### src/rtl/ppu_ctrl_pkg.sv
// ppu_ctrl_pkg: shared definitions for the PPU control-vector interface.
// Field bit indices of the 22-bit decoder vector, forward-select encodings,
// the NOP vector, the per-stage payload struct and small decode helpers.
// Used by both the decoder and the control pipeline.
package ppu_ctrl_pkg;

  localparam int unsigned CW    = 22;
  localparam int unsigned REG_W = 5;

  // Control vector field positions, LSB first
  localparam int unsigned EN_LO_BIT     = 0;
  localparam int unsigned EN_HI_BIT     = 1;
  localparam int unsigned MEM_EN_BIT    = 2;
  localparam int unsigned MEM_SE_BIT    = 3;
  localparam int unsigned MEM_RW_BIT    = 4;
  localparam int unsigned MEM_SIZE_LSB  = 5;
  localparam int unsigned MEM_SIZE_MSB  = 6;
  localparam int unsigned TA_BIT        = 7;
  localparam int unsigned RF_EN_BIT     = 8;
  localparam int unsigned LOAD_BIT      = 9;
  localparam int unsigned B_BIT         = 10;
  localparam int unsigned ALU_OP_LSB    = 11;
  localparam int unsigned ALU_OP_MSB    = 14;
  localparam int unsigned SRC_OP_LSB    = 15;
  localparam int unsigned SRC_OP_MSB    = 17;
  localparam int unsigned DEST_REG_BIT  = 18;
  localparam int unsigned UJ_BIT        = 19;
  localparam int unsigned R31_BIT       = 20;
  localparam int unsigned CUJ_BIT       = 21;

  typedef logic [CW-1:0]    ctrl_vec_t;
  typedef logic [REG_W-1:0] reg_idx_t;

  localparam ctrl_vec_t CTRL_NOP = '0;

  typedef enum logic [1:0] {
    FWD_RF  = 2'b00,
    FWD_EX  = 2'b01,
    FWD_MEM = 2'b10,
    FWD_WB  = 2'b11
  } fwd_sel_t;

  // One pipeline stage register: control vector plus resolved destination
  typedef struct packed {
    ctrl_vec_t ctrl;
    reg_idx_t  dest;
  } stage_t;

  localparam stage_t STAGE_NOP = '0;

  // A real memory load; LOAD alone also marks immediate ALU ops
  function automatic logic is_qual_load(input ctrl_vec_t c);
    return c[LOAD_BIT] & c[MEM_EN_BIT];
  endfunction

  // Stage produces a register-file write to a non-zero register
  function automatic logic writes_reg(input ctrl_vec_t c, input reg_idx_t d);
    return c[RF_EN_BIT] & (d != '0);
  endfunction

endpackage

### src/rtl/ppu_hazard_fwd.sv
// ppu_hazard_fwd: combinational load-use hazard detection and operand
// forwarding selects for the ID stage.
// Ports:
//   id_rs_i / id_rt_i                : source registers of the ID instruction
//   {ex,mem,wb}_ctrl_i / _dest_i     : current stage register contents
//   load_use_c_o                     : EX holds a load feeding an ID source
//   fwd_a_c_o / fwd_b_c_o            : operand select for rs / rt
module ppu_hazard_fwd
  import ppu_ctrl_pkg::*;
(
  input  logic [REG_W-1:0] id_rs_i,
  input  logic [REG_W-1:0] id_rt_i,
  input  logic [CW-1:0]    ex_ctrl_i,
  input  logic [REG_W-1:0] ex_dest_i,
  input  logic [CW-1:0]    mem_ctrl_i,
  input  logic [REG_W-1:0] mem_dest_i,
  input  logic [CW-1:0]    wb_ctrl_i,
  input  logic [REG_W-1:0] wb_dest_i,
  output logic             load_use_c_o,
  output logic [1:0]       fwd_a_c_o,
  output logic [1:0]       fwd_b_c_o
);

  logic ex_wr;
  logic ex_ld;
  logic mem_wr;
  logic wb_wr;

  // Priority EX > MEM > WB; a load in EX has no data yet, so skip it
  function automatic fwd_sel_t pick(input reg_idx_t src,
                                    input logic ex_ok, input reg_idx_t ex_d,
                                    input logic mem_ok, input reg_idx_t mem_d,
                                    input logic wb_ok, input reg_idx_t wb_d);
    fwd_sel_t sel;
    sel = FWD_RF;
    if (src == '0)                       sel = FWD_RF;
    else if (ex_ok && (ex_d == src))     sel = FWD_EX;
    else if (mem_ok && (mem_d == src))   sel = FWD_MEM;
    else if (wb_ok && (wb_d == src))     sel = FWD_WB;
    return sel;
  endfunction

  always_comb begin
    ex_wr  = writes_reg(ex_ctrl_i, ex_dest_i);
    ex_ld  = is_qual_load(ex_ctrl_i);
    mem_wr = writes_reg(mem_ctrl_i, mem_dest_i);
    wb_wr  = writes_reg(wb_ctrl_i, wb_dest_i);

    load_use_c_o = ex_wr & ex_ld &
                   ((ex_dest_i == id_rs_i) | (ex_dest_i == id_rt_i));

    fwd_a_c_o = 2'(pick(id_rs_i, ex_wr & ~ex_ld, ex_dest_i,
                        mem_wr, mem_dest_i, wb_wr, wb_dest_i));
    fwd_b_c_o = 2'(pick(id_rt_i, ex_wr & ~ex_ld, ex_dest_i,
                        mem_wr, mem_dest_i, wb_wr, wb_dest_i));
  end

endmodule

### src/rtl/ppu_ctrl_pipeline.sv
// ppu_ctrl_pipeline: carries the decoder control vector through the EX, MEM
// and WB pipeline registers, inserting bubbles on load-use hazards and on
// redirect flushes, and exposes the ID-stage stall and forwarding selects.
// Ports:
//   clk, reset (async, active-high)
//   id_ctrl/id_rs/id_rt/id_dest  : instruction currently in ID
//   flush                        : redirect resolved, squash ID
//   {ex,mem,wb}_ctrl/_dest       : registered stage contents
//   stall, fwd_a, fwd_b          : combinational ID-stage controls
//   bubble_cnt                   : saturating count of inserted bubbles
module ppu_ctrl_pipeline
  import ppu_ctrl_pkg::*;
#(
  parameter int unsigned CW    = ppu_ctrl_pkg::CW,
  parameter int unsigned CNT_W = 16
) (
  input  logic             clk,
  input  logic             reset,
  input  logic [CW-1:0]    id_ctrl,
  input  logic [4:0]       id_rs,
  input  logic [4:0]       id_rt,
  input  logic [4:0]       id_dest,
  input  logic             flush,
  output logic [CW-1:0]    ex_ctrl,
  output logic [CW-1:0]    mem_ctrl,
  output logic [CW-1:0]    wb_ctrl,
  output logic [4:0]       ex_dest,
  output logic [4:0]       mem_dest,
  output logic [4:0]       wb_dest,
  output logic             stall,
  output logic [1:0]       fwd_a,
  output logic [1:0]       fwd_b,
  output logic [CNT_W-1:0] bubble_cnt
);

  stage_t ex_q, ex_d;
  stage_t mem_q, mem_d;
  stage_t wb_q, wb_d;
  logic [CNT_W-1:0] cnt_q, cnt_d;

  logic       load_use_c;
  logic [1:0] fwd_a_c;
  logic [1:0] fwd_b_c;
  logic       bubble_c;

  ppu_hazard_fwd u_hazard_fwd (
    .id_rs_i      (id_rs),
    .id_rt_i      (id_rt),
    .ex_ctrl_i    (ex_q.ctrl),
    .ex_dest_i    (ex_q.dest),
    .mem_ctrl_i   (mem_q.ctrl),
    .mem_dest_i   (mem_q.dest),
    .wb_ctrl_i    (wb_q.ctrl),
    .wb_dest_i    (wb_q.dest),
    .load_use_c_o (load_use_c),
    .fwd_a_c_o    (fwd_a_c),
    .fwd_b_c_o    (fwd_b_c)
  );

  // Flush and load-use both produce a single bubble; flush suppresses stall
  always_comb begin
    bubble_c = flush | load_use_c;

    ex_d.ctrl = id_ctrl;
    ex_d.dest = id_dest;
    if (bubble_c) ex_d = STAGE_NOP;

    // MEM and WB advance unconditionally
    mem_d = ex_q;
    wb_d  = mem_q;

    cnt_d = cnt_q;
    if (bubble_c && (cnt_q != '1)) cnt_d = cnt_q + CNT_W'(1);
  end

  // Stage registers and bubble counter
  always_ff @(posedge clk or posedge reset) begin
    if (reset) begin
      ex_q  <= STAGE_NOP;
      mem_q <= STAGE_NOP;
      wb_q  <= STAGE_NOP;
      cnt_q <= '0;
    end else begin
      ex_q  <= ex_d;
      mem_q <= mem_d;
      wb_q  <= wb_d;
      cnt_q <= cnt_d;
    end
  end

  // ID-stage controls are quiet while reset is held
  always_comb begin
    stall = load_use_c & ~flush & ~reset;
    fwd_a = reset ? 2'b00 : fwd_a_c;
    fwd_b = reset ? 2'b00 : fwd_b_c;
  end

  assign ex_ctrl    = ex_q.ctrl;
  assign ex_dest    = ex_q.dest;
  assign mem_ctrl   = mem_q.ctrl;
  assign mem_dest   = mem_q.dest;
  assign wb_ctrl    = wb_q.ctrl;
  assign wb_dest    = wb_q.dest;
  assign bubble_cnt = cnt_q;

endmodule

### config.mk
export PLATFORM = sky130hd
export DESIGN_NAME = ppu_ctrl_pipeline
export DESIGN_NICKNAME = d
export VERILOG_FILES = /design/src/rtl/ppu_ctrl_pkg.sv /design/src/rtl/ppu_hazard_fwd.sv /design/src/rtl/ppu_ctrl_pipeline.sv
export SDC_FILE = /design/constraint.sdc
export NUM_CORES = 1
export LEC_CHECK = 0
export ABC_AREA = 1
export BUFFER_PORTS_ARGS = -buffer_cell sky130_fd_sc_hd__buf_2
export CORE_MARGIN = 1.5
export CORE_UTILIZATION = 30
export DETAILED_ROUTE_END_ITERATION = 10
export PLACE_DENSITY = 0.6
export RECOVER_POWER = 50
export SYNTH_ARGS = -nofsm -noshare
export SYNTH_HDL_FRONTEND = slang
export SYNTH_SLANG_ARGS = --single-unit
### constraint.sdc
create_clock -name clk -period 4.9 [get_ports clk]
set_clock_uncertainty 0.15 [all_clocks]
set_input_delay 0.245 -clock clk [delete_from_list [all_inputs] [get_ports clk]]
set_output_delay 0.245 -clock clk [all_outputs]
set_load 0.05 [all_outputs]
# After elaboration in Yosys (flattened, before gate mapping)
# Index checks and enable logic that the tools add are counted.
[op_classes]
eq_ne = 7
n_lt_le_gt_ge = 0
n_reduce_logical = 12
bitwise = 14
n_mul = 0
shifts = 0
n_div = 0
n_addsub = 1
muxes = 11
[ops]
columns = ["op", "n"]
rows = [
  ["equality test 5 bit", 6],
  ["2-to-1 mux 27 bit", 1],
  ["2-to-1 mux 2 bit", 10],
  ["adder 16 x 1 -> 16 bit, second input constant", 1],
  ["!= test 16 bit, second input constant", 1],
  ["nonzero test 5 bit", 3],
  ["logical NOT 5 bit", 2],
  ["AND 1 bit", 9],
  ["logical AND 1 bit", 7],
  ["inverter 1 bit", 3],
  ["OR 1 bit", 2],
]
[totals]
n_memories = 0
word_cells = 52
rom_bits = 0
latch_bits = 0
in_bits = 40
output_inout_bits = 102
ram_bits = 0
ff_bits = 97

# Logic depth before layout (Yosys ltp)
[depth]
word_depth = 8
mapped_depth = 12
ltp_nobuf = 11

# Hierarchy
# Synthesis repeated with hierarchy kept, for this count alone.
[hier_totals]
hier_cells = 416
area_unflattened_um2 = 3923.8
[by_module_without_submodules]
columns = ["module", "cells_each", "seq_area_each_um2", "area_per_inst_um2", "n_inst"]
rows = [
  ["ppu_ctrl_pipeline", 299, 2427.3, 3357.0, 1],
  ["ppu_hazard_fwd", 117, 0.0, 566.8, 1],
]

# Least setup slack after synthesis
# No wires, ideal clock.
[synth_path]
kind = "register to output"
start = "register ex_q, in the netlist ex_dest[3]"
end = "output stall"
t_required_ns = 4.505
path_slack_ns = 2.228
path_buffers = 0
arrival_time_ns = 2.277
stages_incl_launch_ff = 9
cell_sequence = "dfrtp_1 > inv_1 > nand2_1 > nand2_1 > nor2_1 > nand3b_1 > nand2_1 > nand2_2 > nor3_1"
[synth_between]
elab_chain_cells = 6
elab_cells_between_ends = 9
classes_between = "eq/ne (2); bitwise (6); reduce/logical (1)"
[synth_lines]
columns = ["element", "line", "text"]
rows = [
  ["from (decl)", "ppu_ctrl_pipeline.sv:36", "stage_t ex_q, ex_d;"],
  ["from (signal assigned)", "ppu_ctrl_pipeline.sv:79", "ex_q <= STAGE_NOP;"],
  ["from (signal assigned)", "ppu_ctrl_pipeline.sv:84", "ex_q <= ex_d;"],
  ["nonzero test 5 bit", "ppu_ctrl_pkg.sv:58", "return c[RF_EN_BIT] & (d != '0);"],
  ["AND 1 bit", "ppu_ctrl_pkg.sv:58", ""],
  ["AND 1 bit", "ppu_hazard_fwd.sv:49", "load_use_c_o = ex_wr & ex_ld &"],
  ["AND 1 bit (*)", "ppu_hazard_fwd.sv:49", ""],
  ["AND 1 bit (*) (2 in series)", "ppu_ctrl_pipeline.sv:93", "stall = load_use_c & ~flush & ~reset;"],
  ["to (decl)", "ppu_ctrl_pipeline.sv:30", "output logic stall,"],
]
# Mark *: on every way between the ends. The rest lies on a longest branch, timed or not.

==> reports/metrics.csv <==
stage,metric,value,unit
drt,via_per_inst,4.257,
cts,clock-root-buffer,clkbuf_16,
grt,met3_usage,3.217,%
power_and_ir_drop,p_sw_share,32.67,%
grt,antenna_found_initial,0,
grt,use_met2,25.03,%
status,outcome,"complete, but fails checks",
power_and_ir_drop,internal_power,1371,uW
worst_setup_path,path_cells,"dlygate4sd3_1, clkbuf_1, clkinvlp_2, buf_4",
cts,cts-resized-gates,0,
worst_setup_path,startpoint,reset,
drt,wirelength,9348,um
worst_setup_path,crit_cells,4,
floorplanning,die_area,13620,um2
job,drv_cap,1,
drt,ant_nets,0,
floorplanning,die-height,116.7,um
power_and_ir_drop,p_comb_share,19.4,%
drt,vias,3142,
hold_path,min_path_type,reg2reg,
power_and_ir_drop,total_leakage_power,0.002786,uW
final_layout,multi_input_area,1187,um2
final_layout,area_growth,35.94,%
final_layout,final_common_cell,dfrtp_1,
worst_setup_path,crit_end,wb_ctrl[17],
timing,period_share,50.01,%
floorplanning,rows,41,
logic_synthesis,synth_seq_cells,97,
logic_synthesis,synth.distinct_cells,26,
logic_synthesis,synthTopCellsByArea,"dfrtp_1 63%, nand2_1 7.5%, inv_1 5.1%",
worst_setup_path,r2r-start,ex_dest[3],
grt,grt_usage,14.51,%
logic_synthesis,synth-edff-count,0,
final_layout,fillers,1301,
worst_setup_path,crit_arrival,2.69,ns
cts,cts_sinks,97,
floorplanning,io_pins,142,
cts,insertion_delay,0.35,ns
logic_synthesis,synthCells,386,
logic_synthesis,syn-num-nets,427,
cts,clkSlewWorstSetupHoldPaths,0.07,ns
logic_synthesis,ys_warn_count,0,
worst_setup_path,r2r_slack,2.80,ns
grt,top_usage_layer,met2,
worst_setup_path,startpoint_type,primary input,
drt,wl_per_cell,12.67,um
logic_synthesis,avgSynthCellArea,10.05,um2
drt,firstDrtPassIters,4,
drt,drtIter0Drc,166,
placement,dp.cells,694,
grt,grt-ovfl-total,0,
cts,cts_made_buffers,9,
timing,setup_violations,0,
placement,post-dp-hpwl,6693,um
placement,port_buffers,141,
cts,h-tree-depth,3,
final_layout,post-route-util,41.78,%
timing,final_max_slew_viol_count,35,
final_layout,seqCellArea,2427,um2
logic_synthesis,synth_seq_area_share,62.58,%
logic_synthesis,synth_area_leader_cell,dfrtp_1,
grt,grt_use_met1,17.38,%
timing,hold_viol,0,
power_and_ir_drop,seqPwrFrac,44.6,%
final_layout,fin_nets,602,
status,violations,"max-capacitance violations, max-slew violations",
power_and_ir_drop,powerDensity,386.1,nW/um2
worst_setup_path,critical_path.max_stage_delay,0.93,ns
final_layout,final_cell_mix,"97 x dfrtp_1, 79 x buf_2, 78 x nand2_1",
grt,grt_max_degree,65,
power_and_ir_drop,p_sw,665.0,uW
power_and_ir_drop,peakVddDrop,0.1766,mV
logic_synthesis,async_flop_share,100.0,%
logic_synthesis,netlist.area_leader.share,62.58,%
floorplanning,core,12620,um2
placement,place.gp.congestion,0.7802,
worst_setup_path,required,5.13,ns
worst_setup_path,crit_type,in2async,
cts,cts_max_path_buffers,2,
cts,cts_tree,yes,
worst_setup_path,crit_path_end_kind,asynchronous set/reset pin,
worst_setup_path,critPathTopFamily,buffers and inverters,
timing,hold_ws,0.2270,ns
timing,fmax,408.1,MHz
worst_setup_path,r2r_end,bubble_cnt[14],
timing,slew_headroom,-4.633,%
final_layout,diodes,0,
power_and_ir_drop,p_clk_share,35.9,%
timing,tightestPinTransition,1.561,ns
grt,grt_pass1_vias,3091,
timing,fin_tns_setup,0,ns
drt,drc,0,
logic_synthesis,syn_area,3879,um2
worst_setup_path,crit_path_top_delay_cell,clkinvlp_2,
final_layout,stdcell_count,738,
logic_synthesis,synthFlopType,dfrtp_1,
floorplanning,initial_core_util,30.74,%
timing,rsz0062_at_grt,false,
worst_setup_path,crit_fanout,64,
timing,period_needed,2.451,ns
floorplanning,chipWidth,116.7,um
worst_setup_path,path_buf_inv,4,
grt,grt_pass1_wl,14910,um
final_layout,drive_gt1_share,21.38,%
worst_setup_path,worst-r2r-cell-count,11,
what timing repair did:
item	4_1_cts	5_1_grt
endpoints found under the setup margin	0	0
buffers inserted	0	0
hold buffers	28	0
hold endpoints to repair	60	0
state kept, by name, indices dropped and copies added (netlist names):
signal	count
mem_dest	5
bubble_cnt	16
wb_ctrl	22
wb_dest	5
ex_dest	5
ex_ctrl	22
mem_ctrl	22
final cells by class:
class                   instances  area share (%)
flip-flops and latches         97           46.04
multi-input cells             226           22.52
repair buffers                170           17.37
clock buffers                  10           4.533
inverters                      57           4.082
well taps                     172           4.082
clock inverters                 6           1.376
worst min-delay path by stage:
stage                start  cells after the start           end
6_report       ex_ctrl[16]                      0  mem_ctrl[16]
3_5_place_dp         reset                      2    wb_ctrl[8]
2_1_floorplan   id_ctrl[0]                      2    ex_ctrl[0]
3_3_place_gp         reset                      2   mem_ctrl[8]
5_1_grt         ex_ctrl[3]                      0   mem_ctrl[3]
4_1_cts         ex_ctrl[7]                      0   mem_ctrl[7]
cells in the mapped netlist (3+ instances only):
cell,number
nand2_1,78
xnor2_1,18
inv_2,4
buf_2,3
nor3_1,3
inv_1,53
nand2_2,11
a21oi_1,3
nor2_1,52
dfrtp_1,97
nand4_1,3
xor2_1,16
nand3_1,28
per-layer routing:
metal  vias up  part of all wire, %
met1      1518                   42
met2        86                   52
met4         0                  1.6
met3        14                  4.7
met5         -                    0
li1       1524                    -
metrics by stage:
stage / worst slack (ns) / total power (uW) / cell area, um2
5_1_grt: 2.000 / 2135 / 5273
2_1_floorplan: 1.971 / 1205 / 3879
3_3_place_gp: 2.827 / 1309 / 4760
3_5_place_dp: 2.761 / 1314 / 4760
6_report: 2.449 / 2036 / 5273
4_1_cts: 2.641 / 2082 / 5351
power by group through the flow:
stage | sequential (uW) | clock, uW | combinational, uW
2_1_floorplan | 1100 | 0 | 105
3_5_place_dp | 925 | 0 | 389
4_1_cts | 909 | 765 | 408
6_report | 909 | 732 | 395
3_3_place_gp | 922 | 0 | 386
5_1_grt | 918 | 791 | 427
logic make-up (layout without fill, tap and decap cells):
| kind of cell | Yosys count | count (layout) | synth area share, % |
|---|---|---|---|
| and+or+nand+nor | 186 | 186 | 21.97 |
| adders and majority gates | 1 | 1 | 0.3225 |
| AOI/OAI and AO/OA | 5 | 5 | 0.6448 |
| DFF | 97 | 97 | 62.58 |
| buffers and inverters | 63 | 243 | 6.806 |
| xor gates and xnor gates | 34 | 34 | 7.677 |
Note: power is estimated with default switching activity, not from simulation.
